## src/rtl/id_ex_stage_pkg.sv

```systemverilog
// Shared constants for the ID/EX pipeline register: control-bus bit positions and widths.
package id_ex_stage_pkg;

   localparam int CTRL_W = 11;
   localparam int REG_AW = 5;

   localparam int CTL_JUMP     = 10;
   localparam int CTL_BRANCH   = 9;
   localparam int CTL_MEM2REG  = 8;
   localparam int CTL_MEMWR    = 7;
   localparam int CTL_MEMRD    = 6;
   localparam int CTL_ALUOP_HI = 5;
   localparam int CTL_ALUOP_LO = 4;
   localparam int CTL_EXC      = 3;
   localparam int CTL_ALUSRC   = 2;
   localparam int CTL_REGWR    = 1;
   localparam int CTL_REGDST   = 0;

   // A faulting instruction may travel down the pipe but must never write the RF or memory.
   function automatic logic [CTRL_W-1:0] strip_side_effects(input logic [CTRL_W-1:0] ctrl);
      logic [CTRL_W-1:0] res;
      res = ctrl;
      if (ctrl[CTL_EXC]) begin
         res[CTL_REGWR] = 1'b0;
         res[CTL_MEMWR] = 1'b0;
      end
      return res;
   endfunction

endpackage

```

## src/rtl/id_ex_stage_if.sv

```systemverilog
// ID-side inputs and EX-side outputs of the ID/EX register; master drives ID, slave is the stage.
interface id_ex_stage_if #(
   parameter int DATA_W = 32,
   parameter int CNT_W  = 16
);
   import id_ex_stage_pkg::*;

   logic              id_valid;
   logic [CTRL_W-1:0] id_ctrl;
   logic [REG_AW-1:0] id_rs, id_rt, id_rd;
   logic [DATA_W-1:0] id_rdata1, id_rdata2, id_imm, id_pc4;
   logic              flush;
   logic              ex_busy;

   logic              ex_valid;
   logic [CTRL_W-1:0] ex_ctrl;
   logic [REG_AW-1:0] ex_rs, ex_rt, ex_rd;
   logic [DATA_W-1:0] ex_rdata1, ex_rdata2, ex_imm, ex_pc4;
   logic              stall_if_id;
   logic              exc_valid;
   logic [DATA_W-1:0] exc_pc;
   logic [CNT_W-1:0]  stall_cnt;

   modport master (
      output id_valid, id_ctrl, id_rs, id_rt, id_rd,
             id_rdata1, id_rdata2, id_imm, id_pc4, flush, ex_busy,
      input  ex_valid, ex_ctrl, ex_rs, ex_rt, ex_rd,
             ex_rdata1, ex_rdata2, ex_imm, ex_pc4,
             stall_if_id, exc_valid, exc_pc, stall_cnt
   );

   modport slave (
      input  id_valid, id_ctrl, id_rs, id_rt, id_rd,
             id_rdata1, id_rdata2, id_imm, id_pc4, flush, ex_busy,
      output ex_valid, ex_ctrl, ex_rs, ex_rt, ex_rd,
             ex_rdata1, ex_rdata2, ex_imm, ex_pc4,
             stall_if_id, exc_valid, exc_pc, stall_cnt
   );
endinterface

```

## src/rtl/id_ex_stage_hazard_detect.sv

```systemverilog
// Combinational load-use detection against the instruction currently held in EX.
module id_ex_stage_hazard_detect
   import id_ex_stage_pkg::*;
(
   input  logic              ex_valid,
   input  logic [CTRL_W-1:0] ex_ctrl,
   input  logic [REG_AW-1:0] ex_rt,
   input  logic              id_valid,
   input  logic [CTRL_W-1:0] id_ctrl,
   input  logic [REG_AW-1:0] id_rs,
   input  logic [REG_AW-1:0] id_rt,
   input  logic              flush,
   input  logic              ex_busy,
   output logic              load_use,
   output logic              stall_if_id
);

   logic uses_rt;

   // rt is a source unless it is the destination of an immediate-form op; stores and branches read it.
   assign uses_rt = !id_ctrl[CTL_ALUSRC] | id_ctrl[CTL_MEMWR] | id_ctrl[CTL_BRANCH];

   assign load_use = ex_valid & ex_ctrl[CTL_MEMRD] & (ex_rt != '0) & id_valid &
                     ((id_rs == ex_rt) | (uses_rt & (id_rt == ex_rt)));

   assign stall_if_id = ex_busy | (load_use & !flush);

endmodule

```

## src/rtl/id_ex_stage.sv

```systemverilog
// ID/EX pipeline register with bubble/flush/hold control, exception capture and a stall counter.
module id_ex_stage
   import id_ex_stage_pkg::*;
#(
   parameter int DATA_W = 32,
   parameter int CNT_W  = 16
) (
   input  logic        clk,
   input  logic        rst_n,
   id_ex_stage_if.slave bus
);

   logic              load_use;
   logic              stall_if_id;

   logic              ex_valid_q;
   logic [CTRL_W-1:0] ex_ctrl_q;
   logic [REG_AW-1:0] ex_rs_q, ex_rt_q, ex_rd_q;
   logic [DATA_W-1:0] ex_rdata1_q, ex_rdata2_q, ex_imm_q, ex_pc4_q;
   logic              exc_valid_q;
   logic [DATA_W-1:0] exc_pc_q;
   logic [CNT_W-1:0]  stall_cnt_q;

   id_ex_stage_hazard_detect u_hazard (
      .ex_valid    (ex_valid_q),
      .ex_ctrl     (ex_ctrl_q),
      .ex_rt       (ex_rt_q),
      .id_valid    (bus.id_valid),
      .id_ctrl     (bus.id_ctrl),
      .id_rs       (bus.id_rs),
      .id_rt       (bus.id_rt),
      .flush       (bus.flush),
      .ex_busy     (bus.ex_busy),
      .load_use    (load_use),
      .stall_if_id (stall_if_id)
   );

   always_ff @(posedge clk or negedge rst_n) begin
      if (!rst_n) begin
         ex_valid_q  <= 1'b0;
         ex_ctrl_q   <= '0;
         ex_rs_q     <= '0;
         ex_rt_q     <= '0;
         ex_rd_q     <= '0;
         ex_rdata1_q <= '0;
         ex_rdata2_q <= '0;
         ex_imm_q    <= '0;
         ex_pc4_q    <= '0;
         exc_valid_q <= 1'b0;
         exc_pc_q    <= '0;
      end else if (bus.flush || (!bus.ex_busy && load_use)) begin
         ex_valid_q  <= 1'b0;
         ex_ctrl_q   <= '0;
         ex_rs_q     <= '0;
         ex_rt_q     <= '0;
         ex_rd_q     <= '0;
         ex_rdata1_q <= '0;
         ex_rdata2_q <= '0;
         ex_imm_q    <= '0;
         ex_pc4_q    <= '0;
         exc_valid_q <= 1'b0;
      end else if (bus.ex_busy) begin
         exc_valid_q <= 1'b0;
      end else begin
         ex_valid_q  <= bus.id_valid;
         ex_ctrl_q   <= bus.id_valid ? strip_side_effects(bus.id_ctrl) : '0;
         ex_rs_q     <= bus.id_rs;
         ex_rt_q     <= bus.id_rt;
         ex_rd_q     <= bus.id_rd;
         ex_rdata1_q <= bus.id_rdata1;
         ex_rdata2_q <= bus.id_rdata2;
         ex_imm_q    <= bus.id_imm;
         ex_pc4_q    <= bus.id_pc4;
         exc_valid_q <= bus.id_valid & bus.id_ctrl[CTL_EXC];
         if (bus.id_valid && bus.id_ctrl[CTL_EXC])
            exc_pc_q <= bus.id_pc4;
      end
   end

   always_ff @(posedge clk or negedge rst_n) begin
      if (!rst_n)
         stall_cnt_q <= '0;
      else if (stall_if_id && (stall_cnt_q != '1))
         stall_cnt_q <= stall_cnt_q + CNT_W'(1);
   end

   assign bus.ex_valid    = ex_valid_q;
   assign bus.ex_ctrl     = ex_ctrl_q;
   assign bus.ex_rs       = ex_rs_q;
   assign bus.ex_rt       = ex_rt_q;
   assign bus.ex_rd       = ex_rd_q;
   assign bus.ex_rdata1   = ex_rdata1_q;
   assign bus.ex_rdata2   = ex_rdata2_q;
   assign bus.ex_imm      = ex_imm_q;
   assign bus.ex_pc4      = ex_pc4_q;
   assign bus.stall_if_id = stall_if_id;
   assign bus.exc_valid   = exc_valid_q;
   assign bus.exc_pc      = exc_pc_q;
   assign bus.stall_cnt   = stall_cnt_q;

endmodule
```

## src/flat_wrapper.sv

```systemverilog
// flat-port wrapper written by rule: the top's interface ports become plain ports
module id_ex_stage_flat import id_ex_stage_pkg::*;
#(
   parameter int DATA_W = 32,
   parameter int CNT_W  = 16
)
  (clk, rst_n, bus_id_valid, bus_id_ctrl, bus_id_rs, bus_id_rt, bus_id_rd, bus_id_rdata1, bus_id_rdata2, bus_id_imm, bus_id_pc4, bus_flush, bus_ex_busy, bus_ex_valid, bus_ex_ctrl, bus_ex_rs, bus_ex_rt, bus_ex_rd, bus_ex_rdata1, bus_ex_rdata2, bus_ex_imm, bus_ex_pc4, bus_stall_if_id, bus_exc_valid, bus_exc_pc, bus_stall_cnt);
  id_ex_stage_if #(.DATA_W(DATA_W), .CNT_W(CNT_W)) bus_i ();
  input  logic clk;
  input  logic rst_n;
  input wire logic [$bits(bus_i.id_valid)-1:0] bus_id_valid;
  input wire logic [$bits(bus_i.id_ctrl)-1:0] bus_id_ctrl;
  input wire logic [$bits(bus_i.id_rs)-1:0] bus_id_rs;
  input wire logic [$bits(bus_i.id_rt)-1:0] bus_id_rt;
  input wire logic [$bits(bus_i.id_rd)-1:0] bus_id_rd;
  input wire logic [$bits(bus_i.id_rdata1)-1:0] bus_id_rdata1;
  input wire logic [$bits(bus_i.id_rdata2)-1:0] bus_id_rdata2;
  input wire logic [$bits(bus_i.id_imm)-1:0] bus_id_imm;
  input wire logic [$bits(bus_i.id_pc4)-1:0] bus_id_pc4;
  input wire logic [$bits(bus_i.flush)-1:0] bus_flush;
  input wire logic [$bits(bus_i.ex_busy)-1:0] bus_ex_busy;
  output wire logic [$bits(bus_i.ex_valid)-1:0] bus_ex_valid;
  output wire logic [$bits(bus_i.ex_ctrl)-1:0] bus_ex_ctrl;
  output wire logic [$bits(bus_i.ex_rs)-1:0] bus_ex_rs;
  output wire logic [$bits(bus_i.ex_rt)-1:0] bus_ex_rt;
  output wire logic [$bits(bus_i.ex_rd)-1:0] bus_ex_rd;
  output wire logic [$bits(bus_i.ex_rdata1)-1:0] bus_ex_rdata1;
  output wire logic [$bits(bus_i.ex_rdata2)-1:0] bus_ex_rdata2;
  output wire logic [$bits(bus_i.ex_imm)-1:0] bus_ex_imm;
  output wire logic [$bits(bus_i.ex_pc4)-1:0] bus_ex_pc4;
  output wire logic [$bits(bus_i.stall_if_id)-1:0] bus_stall_if_id;
  output wire logic [$bits(bus_i.exc_valid)-1:0] bus_exc_valid;
  output wire logic [$bits(bus_i.exc_pc)-1:0] bus_exc_pc;
  output wire logic [$bits(bus_i.stall_cnt)-1:0] bus_stall_cnt;
  assign bus_i.id_valid = bus_id_valid;
  assign bus_i.id_ctrl = bus_id_ctrl;
  assign bus_i.id_rs = bus_id_rs;
  assign bus_i.id_rt = bus_id_rt;
  assign bus_i.id_rd = bus_id_rd;
  assign bus_i.id_rdata1 = bus_id_rdata1;
  assign bus_i.id_rdata2 = bus_id_rdata2;
  assign bus_i.id_imm = bus_id_imm;
  assign bus_i.id_pc4 = bus_id_pc4;
  assign bus_i.flush = bus_flush;
  assign bus_i.ex_busy = bus_ex_busy;
  assign bus_ex_valid = bus_i.ex_valid;
  assign bus_ex_ctrl = bus_i.ex_ctrl;
  assign bus_ex_rs = bus_i.ex_rs;
  assign bus_ex_rt = bus_i.ex_rt;
  assign bus_ex_rd = bus_i.ex_rd;
  assign bus_ex_rdata1 = bus_i.ex_rdata1;
  assign bus_ex_rdata2 = bus_i.ex_rdata2;
  assign bus_ex_imm = bus_i.ex_imm;
  assign bus_ex_pc4 = bus_i.ex_pc4;
  assign bus_stall_if_id = bus_i.stall_if_id;
  assign bus_exc_valid = bus_i.exc_valid;
  assign bus_exc_pc = bus_i.exc_pc;
  assign bus_stall_cnt = bus_i.stall_cnt;
  id_ex_stage #(.DATA_W(DATA_W), .CNT_W(CNT_W)) u_core (.clk(clk), .rst_n(rst_n), .bus(bus_i));
endmodule
```

## config.mk

```make
export PLATFORM = sky130hd
export DESIGN_NAME = id_ex_stage_flat
export DESIGN_NICKNAME = d
export VERILOG_FILES = /design/src/rtl/id_ex_stage_pkg.sv /design/src/rtl/id_ex_stage_if.sv /design/src/rtl/id_ex_stage_hazard_detect.sv /design/src/rtl/id_ex_stage.sv /design/src/flat_wrapper.sv
export SDC_FILE = /design/constraint.sdc
export NUM_CORES = 1
export LEC_CHECK = 0
export ABC_AREA = 1
export BUFFER_PORTS_ARGS = -buffer_cell sky130_fd_sc_hd__buf_2
export CORE_AREA = 3 3 140 142
export CTS_BUF_LIST = sky130_fd_sc_hd__clkbuf_4
export DETAILED_ROUTE_END_ITERATION = 8
export DIE_AREA = 0 0 143 145
export MAX_ROUTING_LAYER = met4
export PLACE_DENSITY_LB_ADDON = 0.12
export SYNTH_ARGS = -nofsm -noshare
export SYNTH_HDL_FRONTEND = slang
export SYNTH_SLANG_ARGS = --single-unit
export TNS_END_PERCENT = 10
```

## constraint.sdc

```tcl
create_clock -name clk -period 2.2 [get_ports clk]
set_input_delay 0.66 -clock clk [delete_from_list [all_inputs] [get_ports clk]]
set_output_delay 0.66 -clock clk [all_outputs]
set_load 0.005 [all_outputs]
```

==> metrics, run 1 <==
Unique masters post-synth 25; final hold viol count 0; via/cell ratio around 5.1; Routed WL 27,200 µm; row cnt 50; GRT overflow 0; Crit. End Element primary output; total number of clock tree sinks ~200; vias in the first global route 8,103; Hold Path Class primary input to flop; NumNets Final 1,562; Arr. time, crit path 1.81 ns; Register Area ~5000 µm²; HPWL after DPL 18,400 µm; cts bufs inserted 54; syn_nets 1,179; fillers 1,685; max-cap viol count 0; gpl congestion roughly 0.84; Slew Limit Fails 0; Sw Ratio 27.6%; Die H 145 µm; port bufs 363; Gate power share 14.5%; register share of total power between 40% and 50%; Leak between 7 and 8 nW; die width 143 µm; Seq cells post-synth between 200 and 250; final setup fails 1; area grow syn2layout 33.6%; global-route wire length before repair 43,100 µm; share of the clock period used by the worst path 112%; largest net degree at the start of global routing 156; reg2reg setup slack 0.16 ns; Syn Inst Count 1,019; GRT Total Usage between 20% and 30%; Die ar. 20,700 µm²; worst-skew pair later-pin latency 0.62 ns; switching power total 2.41 mW; Fin Clk Skew 0.0286 ns; DR pass1 iterations 5; Detail Route Antenna Nets 0; wire per inst approximately 16 µm; crit path kind flop to primary output; Starting Density 46.9%; Pint between 6 and 7 mW; area taken by multi-input logic gates around 3200 µm²; Post-Route Utilization 62.6%; clock share of power 36.6%; Worst setup SP type flop; post-synthesis sequential area ratio approximately 59%; Synth async-reset ratio 100%; DR DRC count 0; clk slew on worst S/H paths ~0.07 ns; CTS tree done; initial antenna violation count 4; Worst-Margin Slew 0.698 ns; Synth Flop Type dfrtp_1; Final WS setup -0.273 ns; H-tree Lvls 2; worst hold slack 0.215 ns; 1st-iter DRT viols ~530; # IOs ~360; Syn. warnings 0; peak supply drop 0.389 mV; via count around 8,500; Mapped Avg Cell Area about 8.5 µm²; status finished, violations left; share of post-route cells with drive strength above 1 between 30% and 40%; Fmax ~400 MHz; power per cell area 748 nW/µm²; CORE AREA 18,600 µm²; RSZ-0062 raised after global routing yes; failing checks negative setup slack; worst-path maximum fanout 5; deepest clock path buffer count 3; synthesized area 8710 µm²; Post-synth EDFFs 0; Tmin final around 2.5 ns; Worst slew margin 53.5%; Critical Path RT around 1.5 ns; clock root cell clkbuf_4
==> power groups by stage <==
stage	Combinational, mW	Sequential, mW	Clock [mW]
after global placement	1.25	4.32	0
final	1.26	4.26	3.19
after floorplan	0.481	4.34	0
after global routing	1.42	4.30	3.50
after CTS	1.28	4.26	3.29
after detailed placement	1.27	4.32	0
==> worst paths after layout <==
kind / start / to / depth (start not counted)
setup / recovery: u_core.bus.ex_rt[0] / bus_stall_if_id / 9
hold / removal: bus_id_rdata1[1] / u_core.bus.ex_rdata1[1] / 3
setup reg to reg: u_core.bus.ex_rt[2] / u_core.bus.ex_imm[20] / 15
hold reg to reg: u_core.bus.exc_pc[3] / u_core.bus.exc_pc[3] / 2
max in group asynchronous: rst_n / u_core.bus.stall_cnt[14] / 3
min in group asynchronous: rst_n / u_core.bus.exc_pc[9] / 2
==> flip-flops by register name (all words and copies together) (netlist names) <==
signal,count
u_core.bus.ex_rt,5
u_core.bus.ex_imm,32
u_core.bus.exc_pc,32
u_core.bus.stall_cnt,16
u_core.bus.ex_valid,1
u_core.bus.ex_rs,5
u_core.bus.ex_rdata2,32
u_core.bus.exc_valid,1
u_core.bus.ex_rdata1,32
u_core.bus.ex_rd,5
u_core.bus.ex_ctrl,11
u_core.bus.ex_pc4,32
==> worst max-delay path: stages, from the launching register on <==
cell	delay [ns]
dfrtp_2	0.41
inv_2	0.06
nand2_1	0.05
nand2_1	0.05
nor2_1	0.12
nand3_1	0.10
nand2_2	0.11
nand3_2	0.09
nand2_4	0.10
buf_6	0.10
==> cell usage after synthesis, types with 2 or more instances <==
library cell | instances | area (µm²)
buf_6 | 2 | 22.5
nand2_2 | 2 | 12.5
xor2_1 | 7 | 61.3
nand4_1 | 42 | 263
o21ai_0 | 10 | 50.1
dfrtp_1 | 204 | 5100
buf_2 | 17 | 85.1
clkbuf_1 | 44 | 165
nor2_1 | 19 | 71.3
buf_4 | 3 | 22.5
nand2_1 | 428 | 1610
nor3_1 | 3 | 15.0
nand3_1 | 185 | 926
inv_1 | 30 | 113
xnor2_1 | 8 | 70.1
buf_1 | 3 | 11.3
inv_2 | 4 | 15.0
==> through the flow <==
step	power [mW]	instances	worst slack (ns)	TNS (ns)	instance area, µm²
detailed placement	5.59	1574	-0.0721	-0.0721	10900
CTS	8.82	1669	-0.369	-0.369	11600
global route	9.22	1674	-0.427	-0.427	11600
floorplan	4.82	1019	0.0928	0	8710
finish	8.71	1674	-0.273	-0.273	11600
global placement	5.56	1574	-0.0746	-0.0746	10900
==> logic make-up (layout without fill, tap and decap cells) <==
| family | Yosys count | in the layout | share of synthesized area (%) |
|---|---|---|---|
| adders and majority gates | 1 | 1 | 0.144 |
| xor gates and xnor gates | 15 | 15 | 1.51 |
| and+or+nand+nor | 685 | 685 | 34.1 |
| buffers and inverters | 103 | 520 | 4.98 |
| other | 0 | 4 | 0 |
| DFF | 204 | 204 | 58.6 |
| AOI/OAI and AO/OA | 11 | 11 | 0.661 |
==> cell type report <==
| type | instances | share of cell area [%] |
|---|---|---|
| sequential | 204 | 43.9 |
| multi-input combinational | 712 | 27.4 |
| timing repair buffer | 396 | 19.3 |
| clock buffer | 83 | 5.35 |
| tap | 234 | 2.52 |
| inverter | 34 | 1.16 |
| clock inverter | 7 | 0.237 |
| antenna | 4 | 0.0860 |
==> cells in the final DEF, fill, tap and decap left out <==
cell type      instances
dfrtp_2                5
clkbuf_4              83
diode_2                4
nand3b_4               1
buf_6                  1
nand3_2                2
nor4_4                 1
buf_2                360
nor3b_1                1
buf_12                13
ha_1                   1
nand2_2                3
nor2_1                17
o21ai_0               10
inv_2                  6
nand2_1              426
inv_6                  1
clkbuf_8               1
nand2_4                2
dlygate4sd3_1          1
nor3_1                 3
clkinv_1               5
nand4_1               42
buf_4                 20
xnor2_1                8
o21bai_1               1
inv_1                 27
clkinv_2               1
nor2_2                 3
inv_4                  1
xor2_1                 7
dfrtp_1              199
nand3_1              184
==> what timing repair did <==
action                                  4_1_cts  5_1_grt
resized for setup                             6        7
hold endpoints to repair                      2        0
pin swaps                                     5        6
buffers inserted                              4        1
endpoints found under the setup margin        1        1
hold buffers                                  1        0
==> layer usage <==
metal	routed length [µm]	share of wire [%]	global-route usage [%]	up-vias
li1	-	-	-	4095
met1	11200	41	35.0	3980
met2	13100	48	40.2	349
met3	2210	8.1	6.89	50
met4	699	2.6	8.32	0
met5	0	0	-	-
No activity file was read; power rests on OpenSTA's default activity.
==> run 2, diff against run 1 <==
--- a/config.mk
+++ b/config.mk
@@ -11,7 +11,6 @@
 export CTS_BUF_LIST = sky130_fd_sc_hd__clkbuf_4
 export DETAILED_ROUTE_END_ITERATION = 8
 export DIE_AREA = 0 0 143 145
-export MAX_ROUTING_LAYER = met4
 export PLACE_DENSITY_LB_ADDON = 0.12
 export SYNTH_ARGS = -nofsm -noshare
 export SYNTH_HDL_FRONTEND = slang
==> constraint.sdc (replaced) <==
create_clock -name clk -period 2.4 [get_ports clk]
set_input_delay 0.72 -clock clk [delete_from_list [all_inputs] [get_ports clk]]
set_output_delay 0.72 -clock clk [all_outputs]
set_load 0.005 [all_outputs]
==> metrics, run 2 (synthesis gave the netlist of run 1 again) <==
status finished, violations left (unchanged); failing checks negative setup slack (unchanged); worst-skew pair later-pin latency 0.64 ns (was 0.62 ns); Fmax 389 MHz; share of post-route cells with drive strength above 1 34.7% (was 35.1%); Fin Clk Skew 0.0247 ns (was 0.0286 ns); area grow syn2layout 33.4% (was 33.6%); largest net degree at the start of global routing 156 (unchanged); RSZ-0062 raised after global routing yes (unchanged); wire per inst 16.2 µm (about the same); HPWL after DPL 18,400 µm (about the same); final setup fails 1 (unchanged); Crit. End Element primary output (unchanged); Worst setup SP type flop (unchanged); NumNets Final 1,563 (was 1,562); port bufs 363 (unchanged); share of the clock period used by the worst path 107%; worst-path maximum fanout 5 (unchanged); peak supply drop 0.374 mV (was 0.389 mV); Detail Route Antenna Nets 0 (unchanged); 1st-iter DRT viols 600 (was 533); dpl ws -0.0219 ns (was -0.0721 ns); Critical Path RT 1.68 ns (was 1.54 ns); via/cell ratio 5.05 (was 5.06); die width 143 µm (unchanged); Arr. time, crit path 1.85 ns (was 1.81 ns); Routed WL 27,300 µm (was 27,200 µm); CORE AREA 18,600 µm² (unchanged); total number of clock tree sinks 204 (unchanged); CTS tree done (unchanged); vias in the first global route 8,176 (was 8,103); worst hold slack 0.262 ns (was 0.215 ns); most frequent cells in the layout nand2_1 (427), buf_2 (360), dfrtp_1 (201) (was nand2_1 (426), buf_2 (360), dfrtp_1 (199)); deepest clock path buffer count 3 (unchanged); row cnt 50 (unchanged); GRT Total Usage 25.8% (was 26.5%); dpl cell area 10,800 µm² (was 10,900 µm²); commonest non-fill, non-tap cell in the layout nand2_1 (unchanged); DR pass1 iterations 4 (was 5); design area 11,600 µm² (about the same); Die H 145 µm (unchanged); Tmin final 2.57 ns; final hold viol count 0 (unchanged); clk slew on worst S/H paths 0.07 ns (about the same); Slew Limit Fails 0 (unchanged); Leak 7.06 nW (was 7.05 nW); Worst slew margin 45.4% (was 53.5%); cts bufs inserted 54 (unchanged); clock root cell clkbuf_4 (unchanged); Starting Density 46.9% (unchanged); # IOs 364 (unchanged); max-cap viol count 0 (unchanged); initial antenna violation count 5 (was 4); Die ar. 20,700 µm² (unchanged); power per cell area 693 nW/µm² (was 748 nW/µm²); GRT overflow 0 (unchanged); Worst-Margin Slew 0.820 ns (was 0.698 ns); via count 8,486 (was 8,474); gpl congestion 0.840 (was 0.836); Hold Path Class primary input to flop (unchanged); Post-Route Utilization 62.5% (was 62.6%); H-tree Lvls 2 (unchanged); Final WS setup -0.167 ns (was -0.273 ns); crit path kind flop to primary output (unchanged); DR DRC count 0 (unchanged); global-route wire length before repair 43,300 µm (was 43,100 µm)
-- run 2: changes by cell type in the layout (fill, tap and decap cells not counted), moves of 2 or more --
| cell | previous run | this run |
|---|---|---|
| clkbuf_4 | 83 | 75 |
| clkinv_1 | 5 | 13 |
| buf_4 | 20 | 25 |
| clkinv_2 | 1 | 6 |
| buf_12 | 13 | 9 |
| dfrtp_1 | 199 | 201 |
| dfrtp_2 | 5 | 3 |
-- run 2: worst paths after layout --
path                            cells past startpoint                        to             startpoint  slack [ns]
min in group asynchronous                           2      u_core.bus.exc_pc[7]                  rst_n        0.60
worst max-delay path                                9           bus_stall_if_id    u_core.bus.ex_rt[0]       -0.17
worst max register to register                     15  u_core.bus.ex_rdata2[24]    u_core.bus.ex_rt[2]        0.30
worst min-delay path                                3   u_core.bus.ex_rdata2[0]       bus_id_rdata2[0]        0.26
max in group asynchronous                           3  u_core.bus.ex_rdata2[29]                  rst_n        1.09
worst min register to register                      2     u_core.bus.exc_pc[21]  u_core.bus.exc_pc[21]        0.46
-- run 2: worst max-delay path, stage by stage (launching register included) --
cell     delay, ns
dfrtp_1       0.43
inv_2         0.07
nand2_1       0.06
nand2_1       0.05
nor2_1        0.11
nand3_1       0.09
nand2_2       0.11
nand3_2       0.09
nand2_4       0.10
buf_6         0.10
-- run 2: final cells by class --
| cell class | count | area, µm² |
|---|---|---|
| sequential | 204 | 5110 |
| tap | 234 | 293 |
| clock inverter | 22 | 116 |
| inverter | 34 | 135 |
| multi-input combinational | 712 | 3190 |
| timing repair buffer | 397 | 2200 |
| fill | 1722 | 6960 |
| clock buffer | 75 | 563 |
| antenna | 3 | 7.51 |
-- run 2: report_power, final --
group | internal (mW) | switching [mW]
clock network | 1.56 | 1.44
logic | 0.496 | 0.652
registers | 3.72 | 0.186
total | 5.77 | 2.27
-- run 2: what timing repair did --
| item | 4_1_cts | 5_1_grt |
|---|---|---|
| buffers inserted | 4 | 3 |
| pin swaps | 7 | 2 |
| hold buffers | 1 | 0 |
| gates resized for setup | 9 | 1 |
| endpoints found under the setup margin | 1 | 1 |
| hold endpoints to repair | 2 | 0 |
-- run 2: through the flow --
stage                     std cells  setup TNS (ns)  power (mW)
after detailed placement       1573         -0.0219        5.11
after global routing           1681          -0.319        8.53
after CTS                      1675          -0.216        8.15
after floorplan                1019               0        4.42
final                          1681          -0.167        8.05
after global placement         1573         -0.0152        5.09
-- run 2: per-layer routing --
metal  wire length [µm]  vias to the layer above  GRT usage [%]  share of wire (%)
li1                   -                     4094              -                  -
met1              11100                     3979           33.8                 41
met2              13100                      353           40.5                 48
met3               2370                       56           8.14                8.7
met4                713                        4           8.98                2.6
met5                 21                        -              0              0.077
